**src/rtl/mc_controller.sv**
```systemverilog
// rtl/mc_controller.sv - multi-cycle RV32 control FSM with fetch/data handshakes, ack timeout and sticky trap
module mc_controller #(
  parameter int TIMEOUT = 15,
  parameter bit TRAP_EN = 1'b1
) (
  input  logic        clk,
  input  logic        rst_n,
  output logic        imem_req,
  input  logic        imem_ack,
  input  logic [31:0] imem_rdata,
  output logic        dmem_req,
  output logic        dmem_we,
  input  logic        dmem_ack,
  input  logic        alu_zero,
  output logic        ir_we,
  output logic        reg_we,
  output logic        pc_we,
  output logic        pc_sel,
  output logic [1:0]  wb_sel,
  output logic        alu_src_a,
  output logic        alu_src_b,
  output logic [3:0]  alu_op,
  output logic        trap,
  output logic [1:0]  trap_cause
);

  localparam int CW = (TIMEOUT > 0) ? $clog2(TIMEOUT + 1) : 1;
  localparam logic [CW-1:0] TMO = CW'(TIMEOUT);

  typedef enum logic [2:0] {S_FETCH, S_DECODE, S_EXEC, S_MEM, S_WB, S_TRAP} state_t;

  state_t          state, state_next;
  logic [31:0]     ir;
  logic [CW-1:0]   wait_cnt;
  logic [1:0]      cause_q, cause_next;

  logic [6:0] opcode;
  logic [2:0] f3;
  logic       f7b5;
  logic is_load, is_store, is_opimm, is_op, is_jal, is_jalr, is_branch, is_lui, is_auipc;
  logic illegal, taken, tmo_hit, waiting;
  logic [3:0] dec_alu_op;
  logic unused_ir;

  assign opcode    = ir[6:0];
  assign f3        = ir[14:12];
  assign f7b5      = ir[30];
  assign unused_ir = ^{ir[31], ir[29:15], ir[11:7]};

  assign is_load   = (opcode == 7'b0000011);
  assign is_store  = (opcode == 7'b0100011);
  assign is_opimm  = (opcode == 7'b0010011);
  assign is_op     = (opcode == 7'b0110011);
  assign is_jal    = (opcode == 7'b1101111);
  assign is_jalr   = (opcode == 7'b1100111);
  assign is_branch = (opcode == 7'b1100011);
  assign is_lui    = (opcode == 7'b0110111);
  assign is_auipc  = (opcode == 7'b0010111);

  // funct3 010/011 has no branch meaning, so it is treated like an unknown opcode
  assign illegal = !(is_load | is_store | is_opimm | is_op | is_jal | is_jalr |
                     is_branch | is_lui | is_auipc) ||
                   (is_branch && (f3[2:1] == 2'b01));

  // a timeout of 0 disables the limit entirely
  assign tmo_hit = (TIMEOUT > 0) && (wait_cnt == TMO);
  assign waiting = ((state == S_FETCH) && !imem_ack) || ((state == S_MEM) && !dmem_ack);

  // ALU operation from the instruction class and funct fields
  always_comb begin
    dec_alu_op = 4'b0000;
    if (is_op)
      dec_alu_op = {f7b5, f3};
    else if (is_opimm)
      dec_alu_op = {(f3 == 3'b101) & f7b5, f3};
    else if (is_lui)
      dec_alu_op = 4'b1111;
    else if (is_branch) begin
      case (f3[2:1])
        2'b00:   dec_alu_op = 4'b1000;
        2'b10:   dec_alu_op = 4'b0010;
        default: dec_alu_op = 4'b0011;
      endcase
    end
  end

  // branch outcome: eq/ge/geu are taken on a zero ALU result, ne/lt/ltu on non-zero
  always_comb begin
    case (f3)
      3'b000, 3'b101, 3'b111: taken = alu_zero;
      default:                taken = !alu_zero;
    endcase
  end

  // state, instruction register, wait counter and trap cause
  always_ff @(posedge clk) begin
    if (!rst_n) begin
      state    <= S_FETCH;
      ir       <= 32'h0;
      wait_cnt <= '0;
      cause_q  <= 2'b00;
    end else begin
      state   <= state_next;
      cause_q <= cause_next;
      if (ir_we)
        ir <= imem_rdata;
      if (waiting && (TIMEOUT > 0))
        wait_cnt <= wait_cnt + 1'b1;
      else
        wait_cnt <= '0;
    end
  end

  // next-state selection; an ack always beats a timeout in the same cycle
  always_comb begin
    state_next = state;
    cause_next = cause_q;
    case (state)
      S_FETCH: begin
        if (imem_ack) state_next = S_DECODE;
        else if (tmo_hit) begin
          state_next = S_TRAP;
          cause_next = 2'b10;
        end
      end
      S_DECODE: begin
        if (!illegal) state_next = S_EXEC;
        else if (TRAP_EN) begin
          state_next = S_TRAP;
          cause_next = 2'b01;
        end else state_next = S_FETCH;
      end
      S_EXEC: begin
        if (is_load || is_store) state_next = S_MEM;
        else if (is_branch)      state_next = S_FETCH;
        else                     state_next = S_WB;
      end
      S_MEM: begin
        if (dmem_ack) state_next = is_load ? S_WB : S_FETCH;
        else if (tmo_hit) begin
          state_next = S_TRAP;
          cause_next = 2'b11;
        end
      end
      S_WB:    state_next = S_FETCH;
      S_TRAP:  state_next = S_TRAP;
      default: state_next = S_FETCH;
    endcase
  end

  // strobes per state, all forced low while reset is held
  always_comb begin
    imem_req  = 1'b0;
    ir_we     = 1'b0;
    dmem_req  = 1'b0;
    dmem_we   = 1'b0;
    reg_we    = 1'b0;
    pc_we     = 1'b0;
    pc_sel    = 1'b0;
    wb_sel    = 2'b00;
    alu_src_a = 1'b0;
    alu_src_b = 1'b0;
    alu_op    = 4'b0000;
    if (rst_n) begin
      case (state)
        S_FETCH: begin
          imem_req = 1'b1;
          ir_we    = imem_ack;
        end
        S_DECODE: begin
          if (illegal && !TRAP_EN) pc_we = 1'b1;
        end
        S_EXEC: begin
          alu_op    = dec_alu_op;
          alu_src_a = is_jal | is_auipc;
          alu_src_b = !(is_op | is_branch);
          if (is_branch) begin
            pc_we  = 1'b1;
            pc_sel = taken;
          end
        end
        S_MEM: begin
          dmem_req = 1'b1;
          dmem_we  = is_store;
          if (is_store && dmem_ack) pc_we = 1'b1;
        end
        S_WB: begin
          reg_we = 1'b1;
          pc_we  = 1'b1;
          pc_sel = is_jal | is_jalr;
          wb_sel = is_load ? 2'b01 : ((is_jal | is_jalr) ? 2'b10 : 2'b00);
        end
        default: ;
      endcase
    end
  end

  assign trap       = (state == S_TRAP);
  assign trap_cause = cause_q;

endmodule

```
**config.mk**
```make
export PLATFORM = sky130hd
export DESIGN_NAME = mc_controller
export DESIGN_NICKNAME = d
export VERILOG_FILES = /design/src/rtl/mc_controller.sv
export SDC_FILE = /design/constraint.sdc
export NUM_CORES = 1
export LEC_CHECK = 0
export CAP_MARGIN = 25
export CORE_MARGIN = 3
export CORE_UTILIZATION = 41
export DETAILED_ROUTE_END_ITERATION = 10
export PLACE_DENSITY = 0.79
export SETUP_SLACK_MARGIN = 0.5
export SYNTH_ARGS = -nofsm -noshare
export SYNTH_HDL_FRONTEND = slang
export SYNTH_SLANG_ARGS = --single-unit
```
**constraint.sdc**
```tcl
create_clock -name clk -period 2 [get_ports clk]
set_input_delay 0.4 -clock clk [delete_from_list [all_inputs] [get_ports clk]]
set_output_delay 0.4 -clock clk [all_outputs]
set_load 0.01 [all_outputs]
```
==> impl_metrics.tcl <==
set metrics [dict create \
    routed_wl_mm 6.88 \
    max_cap_violations 0 \
    clkLatencyLatePin_ps 320 \
    final_cell_utilization_of_the_core 0.905 \
    fp-row-count 19 \
    gr-usage-met1 0.342 \
    fp.dieH_um 60.6 \
    p_leak_uw 0.00115 \
    grt_pass1_wl_mm 8.67 \
    synth_area_leader_cell "sky130_fd_sc_hd__dfxtp_1" \
    grt_remaining_overflow 0 \
    area_share_of_the_leading_cell_type_in_the_synthesized_netlist 0.328 \
    detailed_place.area_um2 1950 \
    global_route.peak_usage_layer "met2" \
    design.final.nets 295 \
    synth.cell_area_um2 1220 \
    synth_async_sr_flop_share 0 \
    layout-area-overhead-vs-synth_pct 108 \
    avgRoutedWirePerCell_um 24.0 \
    synth-warning-count 0 \
    timing.critical_path.buf_inv 2 \
    post_drt_via_cell_ratio 6.41 \
    grt.total_usage 0.324 \
    synth.top_cells.by_area "sky130_fd_sc_hd__dfxtp_1 (33%), sky130_fd_sc_hd__nand2_1 (9.8%), sky130_fd_sc_hd__nand3_1 (5.3%)" \
    cts_tree "yes" \
    grt_pass1_vias 1741 \
    drtIter0Drc 138 \
    cp_slowest_cell "sky130_fd_sc_hd__dfxtp_4" \
    required_ps 1600 \
    postLayoutSetupSlackWorst_ps -315 \
    timing.critical_path.fanout_max 3 \
    cts.sink_count 20 \
    cts_htree_levels 1 \
    tightest_slew_ps 468 \
    reg2reg_from "ir[1]" \
    ys_types 48 \
    critical_path_class "reg -> out" \
    max_stage_delay_ps 390 \
    yosys-top-cells-count "sky130_fd_sc_hd__nand2_1 (32), sky130_fd_sc_hd__dfxtp_1 (20), sky130_fd_sc_hd__nand3_1 (13), sky130_fd_sc_hd__nor2_1 (9), sky130_fd_sc_hd__a31oi_1 (7)" \
    yosysMostFrequentCell "sky130_fd_sc_hd__nand2_1" \
    floorplan.initialDensity 0.435 \
    syn_area_per_cell_um2 7.68 \
    setup_repair_after_global_routing_missed_its_margin "true" \
    worst_setup_path_start_kind "flip-flop" \
    antenna-diode-count 0 \
    final_max_slew_viol_count 0 \
    cp_cell_instances "nor4bb_4, buf_4, nand2_2, or3_4, a31oi_4, buf_6" \
    clock_skew_ps 13.7 \
    clkSlewWorstSetupHoldPaths_ps 130 \
    synth_flop_cell "sky130_fd_sc_hd__dfxtp_1" \
    core_region_area_um2 2810 \
    cts_bufs_inserted 3 \
    final-setup-viol-count 12 \
    layout-drive-gt1-share 0.578 \
    cts_root_buffer "sky130_fd_sc_hd__clkbuf_4" \
    detail_route.first_pass.iterations 5 \
    synth.ff_latch_count 20 \
    synth_nets 197 \
    clock_path_buffers 2 \
    failed_checks "setup timing" \
    vdd_drop_max_v 0.000528 \
    yosysSeqAreaShare 0.328 \
    remaining_drc_errors 0 \
    vias 1841 \
    power-per-cell-area_nw_per_um2 520 \
    period_minus_slack_ps 2320 \
    cp-startpoint "ir[0]" \
    dieArea_um2 3670 \
    min_period_over_period 1.16 \
    min-delay-start "wait_cnt[0]" \
    route.antenna.remaining_nets 0 \
    cp_data_arrival_time_ps 1920 \
    run_status "finished, violations left" \
    number_of_antenna_violations_at_the_first_check_in_global_routing 0 \
    chipWidth_um 60.6 \
    number_of_instances_in_the_synthesized_netlist 159 \
    finalHoldViolations 0 \
    globalRouteMet2Util 0.626 \
    ioPinCount 55 \
    place_hpwl_mm 3.14 \
    final_cell_area_um2 2540 \
    min_path_type "reg -> reg" \
    max_slew_margin 0.684 \
    globalRouteMet3Util 0.0383 \
    number_of_buffers_inserted_by_port_buffering 33 \
    achievable_freq_ghz 0.432 \
    place.gp.congestion 0.919 \
    largest_net_degree_at_the_start_of_global_routing 14 \
    critical_path.endpoint_type "output port" \
    post_synth_edffs 0 \
    timing.critical_path.max_delay_family "simple AND/OR/NAND/NOR gates" \
]
==> layout by cell type, fill, tap and decap left out, types with 4 or more instances in the layout <==
| cell | instances |
|---|---|
| sky130_fd_sc_hd__dfxtp_1 | 12 |
| sky130_fd_sc_hd__buf_6 | 32 |
| sky130_fd_sc_hd__nor2_1 | 6 |
| sky130_fd_sc_hd__nand2_4 | 6 |
| sky130_fd_sc_hd__dfxtp_4 | 6 |
| sky130_fd_sc_hd__a31oi_1 | 4 |
| sky130_fd_sc_hd__buf_4 | 41 |
| sky130_fd_sc_hd__clkdlybuf4s50_1 | 14 |
| sky130_fd_sc_hd__a21oi_2 | 4 |
| sky130_fd_sc_hd__nand3_1 | 13 |
| sky130_fd_sc_hd__nand2_1 | 24 |
| sky130_fd_sc_hd__buf_2 | 10 |
==> sequential cells by signal (all words and copies together) (netlist names) <==
register    count
state           3
wait_cnt        4
ir             11
trap_cause      2
==> final timing paths <==
kind	slack, ps	cells after the start	to
worst max-delay path	-320	6	alu_op[3]
worst min-delay path	470	1	wait_cnt[0]
worst max register to register	-70	9	state[0]
worst min register to register	470	1	wait_cnt[0]
==> routing by layer <==
metal | vias to the layer above | part of all wire
met2 | 154 | 0.50
met3 | 59 | 0.077
li1 | 773 | -
met1 | 855 | 0.35
met4 | 0 | 0.074
met5 | - | 0
==> layout make-up <==
type | instances | area [um^2]
multi-input cells | 126 | 1080
well taps | 31 | 38.8
repair buffers | 102 | 925
inverters | 4 | 17.5
clock inverters | 1 | 30.0
fillers | 121 | 267
clock buffers | 3 | 22.5
flip-flops and latches | 20 | 425
==> power breakdown <==
part / total, uW / internal, uW / switching [uW]
combinational: 510 / 270 / 240
clock: 342 / 203 / 139
sequential: 468 / 432 / 36.5
total: 1320 / 905 / 415
==> kinds of logic (layout without fill, tap and decap cells) <==
| family | count (synthesis) | in the layout | share of synthesized area |
|---|---|---|---|
| XOR/XNOR | 2 | 2 | 0.0143 |
| flip-flops | 20 | 20 | 0.328 |
| buffers and inverters | 13 | 110 | 0.0543 |
| adder cells (fa/ha/maj) | 1 | 1 | 0.0102 |
| AO/OA/AOI/OAI | 31 | 31 | 0.176 |
| AND/OR/NAND/NOR | 92 | 92 | 0.417 |
==> metrics by stage <==
step	hold WS, ps	setup WS (ps)	TNS, ps	std cells	power [uW]
after global routing	491	-399	-2920	287	1360
after CTS	467	-253	-925	276	1220
after detailed placement	446	-458	-5580	253	780
final	474	-315	-2360	287	1320
after floorplan	418	303	0	159	620
after global placement	428	-432	-5210	253	769
==> timing repair <==
| item | 4_1_cts | 5_1_grt |
|---|---|---|
| hold endpoints to repair | 0 | 0 |
| setup endpoints to repair | 24 | 25 |
| resized for setup | 133 | 27 |
| hold buffers | 0 | 0 |
| buffers inserted | 19 | 11 |
| gates cloned | 0 | 0 |
| pin swaps | 26 | 17 |
Power figures use the tool's default switching activity.
